File: src/rtl/uart_rx_bus.sv
// UART receiver with a small byte FIFO and a register interface.
// Register map: 0 = RX data (pops on read), 1 = status / sticky-flag clear,
// 2 = control (bit0 irq_en). Serial format: 8N1, LSB first, idle high.
module uart_rx_bus #(
  parameter int BAUD  = 115200,
  parameter int MHZ   = 25,
  parameter int DEPTH = 8
) (
  input  logic        clk,
  input  logic        rst,
  input  logic        ce,
  input  logic        we,
  input  logic [2:0]  addr,
  input  logic [31:0] din,
  output logic [31:0] dout,
  input  logic        RxD,
  output logic        rx_irq
);

  localparam int CPB = (MHZ * 1000000) / BAUD;
  localparam int TW  = $clog2(CPB) + 1;
  localparam int AW  = $clog2(DEPTH);
  localparam int CW  = AW + 1;

  localparam logic [TW-1:0] T_LAST   = TW'(CPB - 1);
  localparam logic [TW-1:0] T_HALF   = TW'(CPB / 2);
  localparam logic [CW-1:0] CNT_FULL = CW'(DEPTH);

  typedef enum logic [1:0] {IDLE, START, DATA, STOP} state_t;

  logic          sync1_q, rxs_q, rxs_prev_q;
  state_t        state_q;
  logic [TW-1:0] timer_q;
  logic [7:0]    shift_q;
  logic [2:0]    bitcnt_q;

  logic [7:0]    mem_q [DEPTH];
  logic [AW-1:0] wptr_q, rptr_q;
  logic [CW-1:0] count_q, count_d;
  logic          ovr_q, ferr_q, irq_en_q;

  logic rd_s, wr_s, empty_s, full_s, pop_s, push_s, fe_set_s, wr_en_s, ovr_set_s;
  logic stop_tick_s;
  logic unused_s;

  assign rd_s        = ce & ~we;
  assign wr_s        = ce & we;
  assign empty_s     = (count_q == {CW{1'b0}});
  assign full_s      = (count_q == CNT_FULL);
  assign pop_s       = rd_s && (addr == 3'd0) && !empty_s;
  assign stop_tick_s = (state_q == STOP) && (timer_q == T_LAST);
  assign push_s      = stop_tick_s && rxs_q;
  assign fe_set_s    = stop_tick_s && !rxs_q;
  // A full FIFO still accepts the byte when a pop frees the slot in the same cycle.
  assign wr_en_s     = push_s && (!full_s || pop_s);
  assign ovr_set_s   = push_s && full_s && !pop_s;
  assign unused_s    = &{1'b0, din[31:4], din[1]};

  // Two-flop synchronizer plus one delayed copy for falling-edge detection.
  always_ff @(posedge clk or posedge rst) begin
    if (rst) begin
      sync1_q    <= 1'b1;
      rxs_q      <= 1'b1;
      rxs_prev_q <= 1'b1;
    end else begin
      sync1_q    <= RxD;
      rxs_q      <= sync1_q;
      rxs_prev_q <= rxs_q;
    end
  end

  // Receiver FSM: start-bit qualification at mid-bit, then full-bit sampling.
  always_ff @(posedge clk or posedge rst) begin
    if (rst) begin
      state_q  <= IDLE;
      timer_q  <= {TW{1'b0}};
      shift_q  <= 8'h00;
      bitcnt_q <= 3'd0;
    end else begin
      case (state_q)
        IDLE: begin
          if (rxs_prev_q && !rxs_q) begin
            timer_q <= {TW{1'b0}};
            state_q <= START;
          end
        end
        START: begin
          if (timer_q == T_HALF) begin
            timer_q  <= {TW{1'b0}};
            bitcnt_q <= 3'd0;
            state_q  <= rxs_q ? IDLE : DATA;
          end else begin
            timer_q <= timer_q + TW'(1);
          end
        end
        DATA: begin
          if (timer_q == T_LAST) begin
            timer_q  <= {TW{1'b0}};
            shift_q  <= {rxs_q, shift_q[7:1]};
            bitcnt_q <= bitcnt_q + 3'd1;
            if (bitcnt_q == 3'd7) begin
              state_q <= STOP;
            end
          end else begin
            timer_q <= timer_q + TW'(1);
          end
        end
        STOP: begin
          if (timer_q == T_LAST) begin
            timer_q <= {TW{1'b0}};
            state_q <= IDLE;
          end else begin
            timer_q <= timer_q + TW'(1);
          end
        end
        default: begin
          timer_q <= {TW{1'b0}};
          state_q <= IDLE;
        end
      endcase
    end
  end

  // FIFO storage; contents need no reset because reads are gated by count.
  always_ff @(posedge clk) begin
    if (wr_en_s) begin
      mem_q[wptr_q] <= shift_q;
    end
  end

  // Next occupancy: simultaneous push and pop leave the count unchanged.
  always_comb begin
    count_d = count_q;
    case ({wr_en_s, pop_s})
      2'b10:   count_d = count_q + CW'(1);
      2'b01:   count_d = count_q - CW'(1);
      default: count_d = count_q;
    endcase
  end

  // FIFO pointers, occupancy, sticky flags and control register.
  always_ff @(posedge clk or posedge rst) begin
    if (rst) begin
      wptr_q   <= {AW{1'b0}};
      rptr_q   <= {AW{1'b0}};
      count_q  <= {CW{1'b0}};
      ovr_q    <= 1'b0;
      ferr_q   <= 1'b0;
      irq_en_q <= 1'b0;
    end else begin
      if (wr_en_s) wptr_q <= wptr_q + AW'(1);
      if (pop_s)   rptr_q <= rptr_q + AW'(1);
      count_q <= count_d;
      // Setting a flag takes priority over a software clear in the same cycle.
      if (ovr_set_s) begin
        ovr_q <= 1'b1;
      end else if (wr_s && (addr == 3'd1) && din[2]) begin
        ovr_q <= 1'b0;
      end
      if (fe_set_s) begin
        ferr_q <= 1'b1;
      end else if (wr_s && (addr == 3'd1) && din[3]) begin
        ferr_q <= 1'b0;
      end
      if (wr_s && (addr == 3'd2)) begin
        irq_en_q <= din[0];
      end
    end
  end

  // Combinational read mux; zero whenever no read is being performed.
  always_comb begin
    dout = 32'h0;
    if (rd_s) begin
      case (addr)
        3'd0:    dout = empty_s ? 32'h0 : {24'h0, mem_q[rptr_q]};
        3'd1:    dout = {23'h0, 5'(count_q), ferr_q, ovr_q, full_s, !empty_s};
        3'd2:    dout = {31'h0, irq_en_q};
        default: dout = 32'h0;
      endcase
    end else begin
      dout = 32'h0;
    end
  end

  assign rx_irq = irq_en_q & !empty_s;

endmodule

File: config.mk
export PLATFORM = sky130hd
export DESIGN_NAME = uart_rx_bus
export DESIGN_NICKNAME = d
export VERILOG_FILES = /design/src/rtl/uart_rx_bus.sv
export SDC_FILE = /design/constraint.sdc
export NUM_CORES = 1
export LEC_CHECK = 0
export CORE_UTILIZATION = 45
export CTS_CLUSTER_DIAMETER = 100
export DETAILED_ROUTE_END_ITERATION = 6
export PLACE_DENSITY = 0.67
export SYNTH_ARGS = -nofsm -noshare
export SYNTH_HDL_FRONTEND = slang
export SYNTH_SLANG_ARGS = --single-unit
File: constraint.sdc
create_clock -name clk -period 2.3 [get_ports clk]
set_input_delay 0.46 -clock clk [delete_from_list [all_inputs] [get_ports clk]]
set_output_delay 0.46 -clock clk [all_outputs]
set_load 0.01 [all_outputs]
==> impl_metrics.py, run 1 <==
metrics = {
    "global_route": {
        "use_met3": 0.0439,
        "grt_util_all_layers": 0.177,
        "first_global_vias": 2907,
        "grt_most_used_layer": "met2",
        "grt_pass1_wl_um": 14700,
        "antenna_found_initial": 0,
        "gr-usage-met2": 0.293,
        "grt_max_degree": 39,
        "met1_usage": 0.226,
        "grt-ovfl-total": 0,
    },
    "worst_setup_path": {
        "crit_type": "reg2out",
        "end_kind": "output pin",
        "worstSetupStartpoint": "rptr_q[0]",
        "required_ps": 1840,
        "crit_buf_inv": 3,
        "worstReg2RegStart": "timer_q[1]",
        "path_max_fanout": 6,
        "critPathLaunchType": "flip-flop",
        "crit_family": "multiplexers",
        "cp_cell_sequence": "buf_12, buf_6, mux4_2, mux2i_1, o21ai_1, buf_2",
        "worst-endpoint-arrival_ps": 1930,
        "cpMaxStageDelayCell": "mux4_2",
        "slowest_delay_ps": 510,
    },
    "sta": {
        "final.setup_skew_ps": 13.4,
        "maxSlewViolCount": 0,
        "hold_violations": 0,
        "fin_crit_sh": 1.04,
        "rsz0062_at_grt": "yes",
        "hold_slack_ps": 363,
        "worst_slack_ps": -88.0,
        "relSlewSlack": 0.589,
        "setup-violations-final": 8,
        "fmax_mhz": 419,
        "worstMarginPinSlew_ps": 613,
        "period_needed_ps": 2390,
    },
    "synthesis": {
        "synth_warnings": 0,
        "avgSynthCellArea_sq_um": 13.3,
        "ys_ff_latch": 102,
        "synth.cell_area_sq_um": 4680,
        "yosysUniqueCellTypes": 54,
        "synth-edff-count": 64,
        "async_flop_share": 0.373,
        "synth_cells": 352,
        "seq_area_frac_synth": 0.614,
        "ys.flop_type": "edfxtp_1",
    },
    "cells_and_area": {
        "syn_to_final_growth_pct": 17.7,
        "layout-drive-gt1-share": 0.288,
        "fillers": 814,
        "multi_input_area_sq_um": 1660,
        "seq_area_sq_um": 2880,
        "fin_util": 0.556,
        "diodes": 0,
        "postLayoutCellArea_sq_um": 5510,
        "layout.nets": 465,
    },
    "floorplanning": {
        "rows": 36,
        "io_pins": 73,
        "core_sq_um": 9910,
        "start_util": 0.473,
        "fp.dieH_um": 104,
        "fp.dieW_um": 104,
        "floorplan.die_area_sq_um": 10800,
    },
    "clock_network": {
        "clk_pin_slew_worst_paths_ps": 100,
        "cts_sinks": 102,
        "cts_tree": "built",
        "clockRootBuffer": "clkbuf_8",
        "cts_buffers": 9,
        "cts_max_path_buffers": 2,
        "hold_buffers": 0,
        "clkLatencyLatePin_ps": 370,
        "cts.htree.levels": 3,
    },
    "routing": {
        "drt_pass1_iterations": 4,
        "viasPerCell": 5.19,
        "routed_wl_um": 8800,
        "drt-wirelength-per-cell_um": 15.8,
        "postRouteAntennaNets": 0,
        "route.detailed.drc": 0,
        "via_count": 2885,
        "drt_iter0_drc": 117,
    },
    "power": {
        "power.density_nw_per_um2": 841,
        "ir_drop_v": 0.000385,
        "leakage_nw": 2.31,
    },
    "run_status": {
        "outcome": "complete, but fails checks",
        "violations": "setup timing",
    },
    "placed_design": {
        "portBuffers": 19,
        "place_congestion": 0.819,
        "dp_slack_ps": -454,
        "placed_area_sq_um": 5250,
        "dp.final_hpwl_um": 6230,
    },
    "hold_path": {
        "hold_start": "sync1_q",
        "hold_path_class": "reg2reg",
    },
    "flow_run": {
        "cap_violations": 0,
    },
}
[layout make-up]
cell class	count	area share
Clock buffer	11	0.0257
Clock inverter	5	0.00477
Inverter	9	0.00613
Multi-Input combinational cell	223	0.302
Sequential cell	102	0.522
Tap cell	133	0.0302
Timing Repair Buffer	73	0.109
[kinds of logic after synthesis]
kind of cell             synth area share
AO/OA/AOI/OAI                      0.0630
XOR/XNOR                           0.0150
adder cells (fa/ha/maj)            0.0187
buffers and inverters              0.0660
flip-flops                          0.614
multiplexers                        0.101
other                            0.000801
AND/OR/NAND/NOR                     0.121
[per-layer routing]
layer,vias to the layer above,part of all wire
li1,1378,-
met1,1426,0.44
met2,75,0.51
met3,6,0.045
met4,0,0.0091
met5,-,0
[power by group]
group / switching (W) / leakage, nW / internal (W) / total, W
Clock: 0.000579 / 0.0865 / 0.000414 / 0.000993
Combinational: 0.000719 / 1.05 / 0.000774 / 0.00149
Sequential: 0.0000833 / 1.18 / 0.00206 / 0.00215
Total: 0.00138 / 2.31 / 0.00325 / 0.00463
[stage by stage]
| step | TNS, ps | cells | power, W |
|---|---|---|---|
| 6_report | -476 | 556 | 0.00463 |
| 4_1_cts | -784 | 554 | 0.00463 |
| 2_1_floorplan | -2780 | 375 | 0.00304 |
| 5_1_grt | -1230 | 556 | 0.00489 |
| 3_5_place_dp | -17720 | 534 | 0.00354 |
| 3_3_place_gp | -19020 | 534 | 0.00350 |
[worst register-to-register path, cell delays in order (launching register included)]
cell and delay (ps):
dfrtp_1 390, inv_1 80, ha_2 200, buf_4 130, nand3b_4 80, or4_4 530, or3b_4 480, nand3_1 110
o21ai_0 80
[registers in the layout (all words and copies together), names as in the netlist, 3 cells and up, named ones only]
register and cells:
bitcnt_q 3, count_q 4, mem_q 64, rptr_q 3, shift_q 8, timer_q 9, wptr_q 3
[synth_stat cells (2+ instances only)]
| library cell | number | area share |
|---|---|---|
| nand2b_1 | 4 | 0.0053 |
| mux2i_1 | 8 | 0.017 |
| buf_2 | 6 | 0.0064 |
| buf_6 | 3 | 0.0072 |
| nand3_1 | 11 | 0.012 |
| dfrtp_1 | 35 | 0.19 |
| nand4_1 | 2 | 0.0027 |
| nor3_1 | 5 | 0.0053 |
| nor2b_1 | 2 | 0.0027 |
| nand3b_1 | 2 | 0.0032 |
| buf_1 | 3 | 0.0024 |
| nand4bb_1 | 2 | 0.0048 |
| dfstp_2 | 3 | 0.017 |
| clkbuf_1 | 4 | 0.0032 |
| buf_4 | 24 | 0.038 |
| o31ai_1 | 2 | 0.0032 |
| mux4_2 | 16 | 0.077 |
| nand2_1 | 49 | 0.039 |
| and3_1 | 2 | 0.0027 |
| and2_1 | 2 | 0.0027 |
| nand4b_1 | 3 | 0.0056 |
| ha_1 | 7 | 0.019 |
| nor4_1 | 2 | 0.0027 |
| xnor2_1 | 7 | 0.013 |
| or4_1 | 2 | 0.0032 |
| edfxtp_1 | 64 | 0.41 |
| mux2_2 | 3 | 0.0072 |
| a21oi_1 | 9 | 0.0096 |
| a31oi_1 | 9 | 0.012 |
| o21ai_0 | 15 | 0.016 |
| nor2_1 | 14 | 0.011 |
| nor3b_1 | 2 | 0.0032 |
| inv_1 | 9 | 0.0072 |
[placed cells by master (no fill, tap or decap), drive strengths merged, types with 5 or more instances in the layout]
cell	synthesis	routed
a21oi	9	9
a31oi	10	10
buf	36	63
clkbuf	5	11
clkdlybuf4s50	0	10
conb	1	24
dfrtp	35	35
edfxtp	64	64
ha	7	7
inv	9	9
mux2i	8	8
mux4	16	16
nand2	49	49
nand3	11	11
nor2	14	14
nor3	5	5
o21ai	17	17
xnor2	7	7
[path summary, 6_finish.rpt]
check                         endpoint  slack (ps)  cells after the start
max                            dout[6]         -90                      6
min                              rxs_q         360                      0
max reg2reg                bitcnt_q[0]         110                      8
min reg2reg                      rxs_q         360                      0
max in group asynchronous   rxs_prev_q        1430                      3
min in group asynchronous    rptr_q[2]         500                      3
[repair_timing]
| action | in CTS | in global routing |
|---|---|---|
| setup buffers | 5 | 2 |
| pin swaps | 3 | 4 |
| setup endpoints to repair | 9 | 76 |
| resized for setup | 55 | 13 |
No activity file was read; power rests on OpenSTA's default activity.
==> inputs of run 2 (changes only) <==
--- a/config.mk
+++ b/config.mk
@@ -5,8 +5,8 @@
 export SDC_FILE = /design/constraint.sdc
 export NUM_CORES = 1
 export LEC_CHECK = 0
+export CAP_MARGIN = 5
 export CORE_UTILIZATION = 45
-export CTS_CLUSTER_DIAMETER = 100
 export DETAILED_ROUTE_END_ITERATION = 6
 export PLACE_DENSITY = 0.67
 export SYNTH_ARGS = -nofsm -noshare
==> results of run 2 <==
Same layout as run 1: the final DEF is identical, and so are final timing and power.
==> inputs of run 3 (changes only) <==
--- a/config.mk
+++ b/config.mk
@@ -6,7 +6,9 @@
 export NUM_CORES = 1
 export LEC_CHECK = 0
 export CAP_MARGIN = 5
+export CORE_ASPECT_RATIO = 0.75
 export CORE_UTILIZATION = 45
+export CTS_BUF_LIST = sky130_fd_sc_hd__clkbuf_4 sky130_fd_sc_hd__clkbuf_8
 export DETAILED_ROUTE_END_ITERATION = 6
 export PLACE_DENSITY = 0.67
 export SYNTH_ARGS = -nofsm -noshare
==> impl_metrics.py, run 3 (same netlist as run 1, synthesis figures left out) <==
metrics = {
    "run_status": {
        "outcome": "complete, but fails checks",
        "violations": "setup timing",
    },
    "power": {
        "power_frac_comb": 0.317,
        "switchingPower_w": 0.00147,
        "clkPwrFrac": 0.261,
        "power.density_nw_per_um2": 896,
        "leakage_nw": 2.43,
        "ir_drop_v": 0.000516,
        "intPower_w": 0.00367,
        "power.share.switching": 0.286,
        "power_frac_seq": 0.422,
    },
    "floorplanning": {
        "core_sq_um": 9890,
        "fp.dieW_um": 120,
        "io_pins": 73,
        "rows": 31,
        "floorplan.die_area_sq_um": 10800,
        "start_util": 0.474,
        "fp.dieH_um": 90.4,
    },
    "sta": {
        "setup-violations-final": 8,
        "worstMarginPinSlew_ps": 594,
        "rsz0062_at_grt": "yes",
        "period_needed_ps": 2450,
        "final.setup_skew_ps": 6.80,
        "setup-tns-final_ps": -916,
        "hold_violations": 0,
        "fmax_mhz": 407,
        "relSlewSlack": 0.601,
        "hold_slack_ps": 362,
        "fin_crit_sh": 1.07,
        "worst_slack_ps": -155,
        "maxSlewViolCount": 0,
    },
    "routing": {
        "routed_wl_um": 9790,
        "drt_pass1_iterations": 4,
        "drt_iter0_drc": 236,
        "postRouteAntennaNets": 0,
        "via_count": 2987,
        "viasPerCell": 5.24,
        "route.detailed.drc": 0,
        "drt-wirelength-per-cell_um": 17.2,
    },
    "clock_network": {
        "clkLatencyLatePin_ps": 370,
        "cts_tree": "built",
        "cts_sinks": 102,
        "cts_buffers": 9,
        "clockRootBuffer": "clkbuf_8",
        "clk_pin_slew_worst_paths_ps": 90,
        "cts.htree.levels": 3,
        "cts_max_path_buffers": 2,
        "hold_buffers": 0,
    },
    "global_route": {
        "antenna_found_initial": 0,
        "grt_max_degree": 39,
        "grt_pass1_wl_um": 15900,
        "grt-ovfl-total": 0,
        "first_global_vias": 2984,
        "grt_util_all_layers": 0.197,
    },
    "placed_design": {
        "dp.final_hpwl_um": 7110,
        "portBuffers": 19,
        "placed_area_sq_um": 5310,
        "place_congestion": 0.816,
    },
    "cells_and_area": {
        "top_register": "mem_q",
        "syn_to_final_growth_pct": 22.4,
        "layout-drive-gt1-share": 0.317,
        "layout_commonest_cell": "edfxtp_1",
        "postLayoutCellArea_sq_um": 5730,
        "layout.nets": 480,
        "largest_reg_flops": 64,
        "mostFrequentLayoutCells": "edfxtp_1 (64), buf_4 (56), nand2_1 (49)",
        "diodes": 0,
        "top_regs": "mem_q: 64 flops, timer_q: 9 flops, shift_q: 8 flops",
    },
    "hold_path": {
        "min_path_cells": 0,
        "hold_path_class": "reg2reg",
    },
    "flow_run": {
        "cap_violations": 0,
    },
    "worst_setup_path": {
        "end_kind": "output pin",
        "critPathLaunchType": "flip-flop",
        "path_max_fanout": 3,
        "crit_type": "reg2out",
        "reg2reg_depth": 9,
        "required_ps": 1840,
        "worst-endpoint-arrival_ps": 1990,
    },
}
## run 3: cell type report
type,count,area [sq um]
clock buffer,9,124
clock inverter,7,121
fill,785,4160
inverter,9,33.8
multi-input combinational,223,1660
sequential,102,2880
tap,132,165
timing repair buffer,88,754
## run 3: critical path, stage by stage, from the launching register on
cell and delay (ps):
dfrtp_2 430, buf_12 130, buf_8 100, mux4_2 520, mux2i_2 210, o21ai_1 90, buf_2 140
## run 3: final timing paths
kind	start	to	slack, ps
min	sync1_q	rxs_q	360
max	rptr_q[0]	dout[6]	-150
max reg2reg	timer_q[1]	mem_q[1][3]	70
min in group asynchronous	rst	count_q[1]	500
min reg2reg	sync1_q	rxs_q	360
max in group asynchronous	rst	rxs_q	1430
## run 3: repair_timing
item	in CTS	in global routing
endpoints found under the setup margin	59	73
gates cloned	1	0
pin swaps	5	3
buffers inserted	10	2
resized for setup	58	13
## run 3: per-layer routing
layer,share of wire,up-vias,wire [um],global-route usage
li1,-,1406,-,-
met1,0.45,1482,4410,0.272
met2,0.47,88,4640,0.306
met3,0.063,11,619,0.0593
met4,0.012,0,117,0.0490
met5,0,-,0,0
## run 3: power groups by stage
stage / sequential, W / combinational, W / clock (W)
floorplan: 0.00219 / 0.000851 / 0
global placement: 0.00219 / 0.00132 / 0
detailed placement: 0.00219 / 0.00136 / 0
CTS: 0.00216 / 0.00167 / 0.00137
global route: 0.00218 / 0.00179 / 0.00144
finish: 0.00217 / 0.00163 / 0.00134
## run 3: metrics by stage
stage | setup WS, ps | std cells | total power [W] | util
after floorplan | -53.3 | 375 | 0.00304 | -
after global placement | -472 | 542 | 0.00351 | 0.537
after detailed placement | -512 | 542 | 0.00355 | 0.537
after CTS | -242 | 569 | 0.00520 | 0.576
after global routing | -252 | 570 | 0.00541 | 0.580
final | -155 | 570 | 0.00514 | 0.580
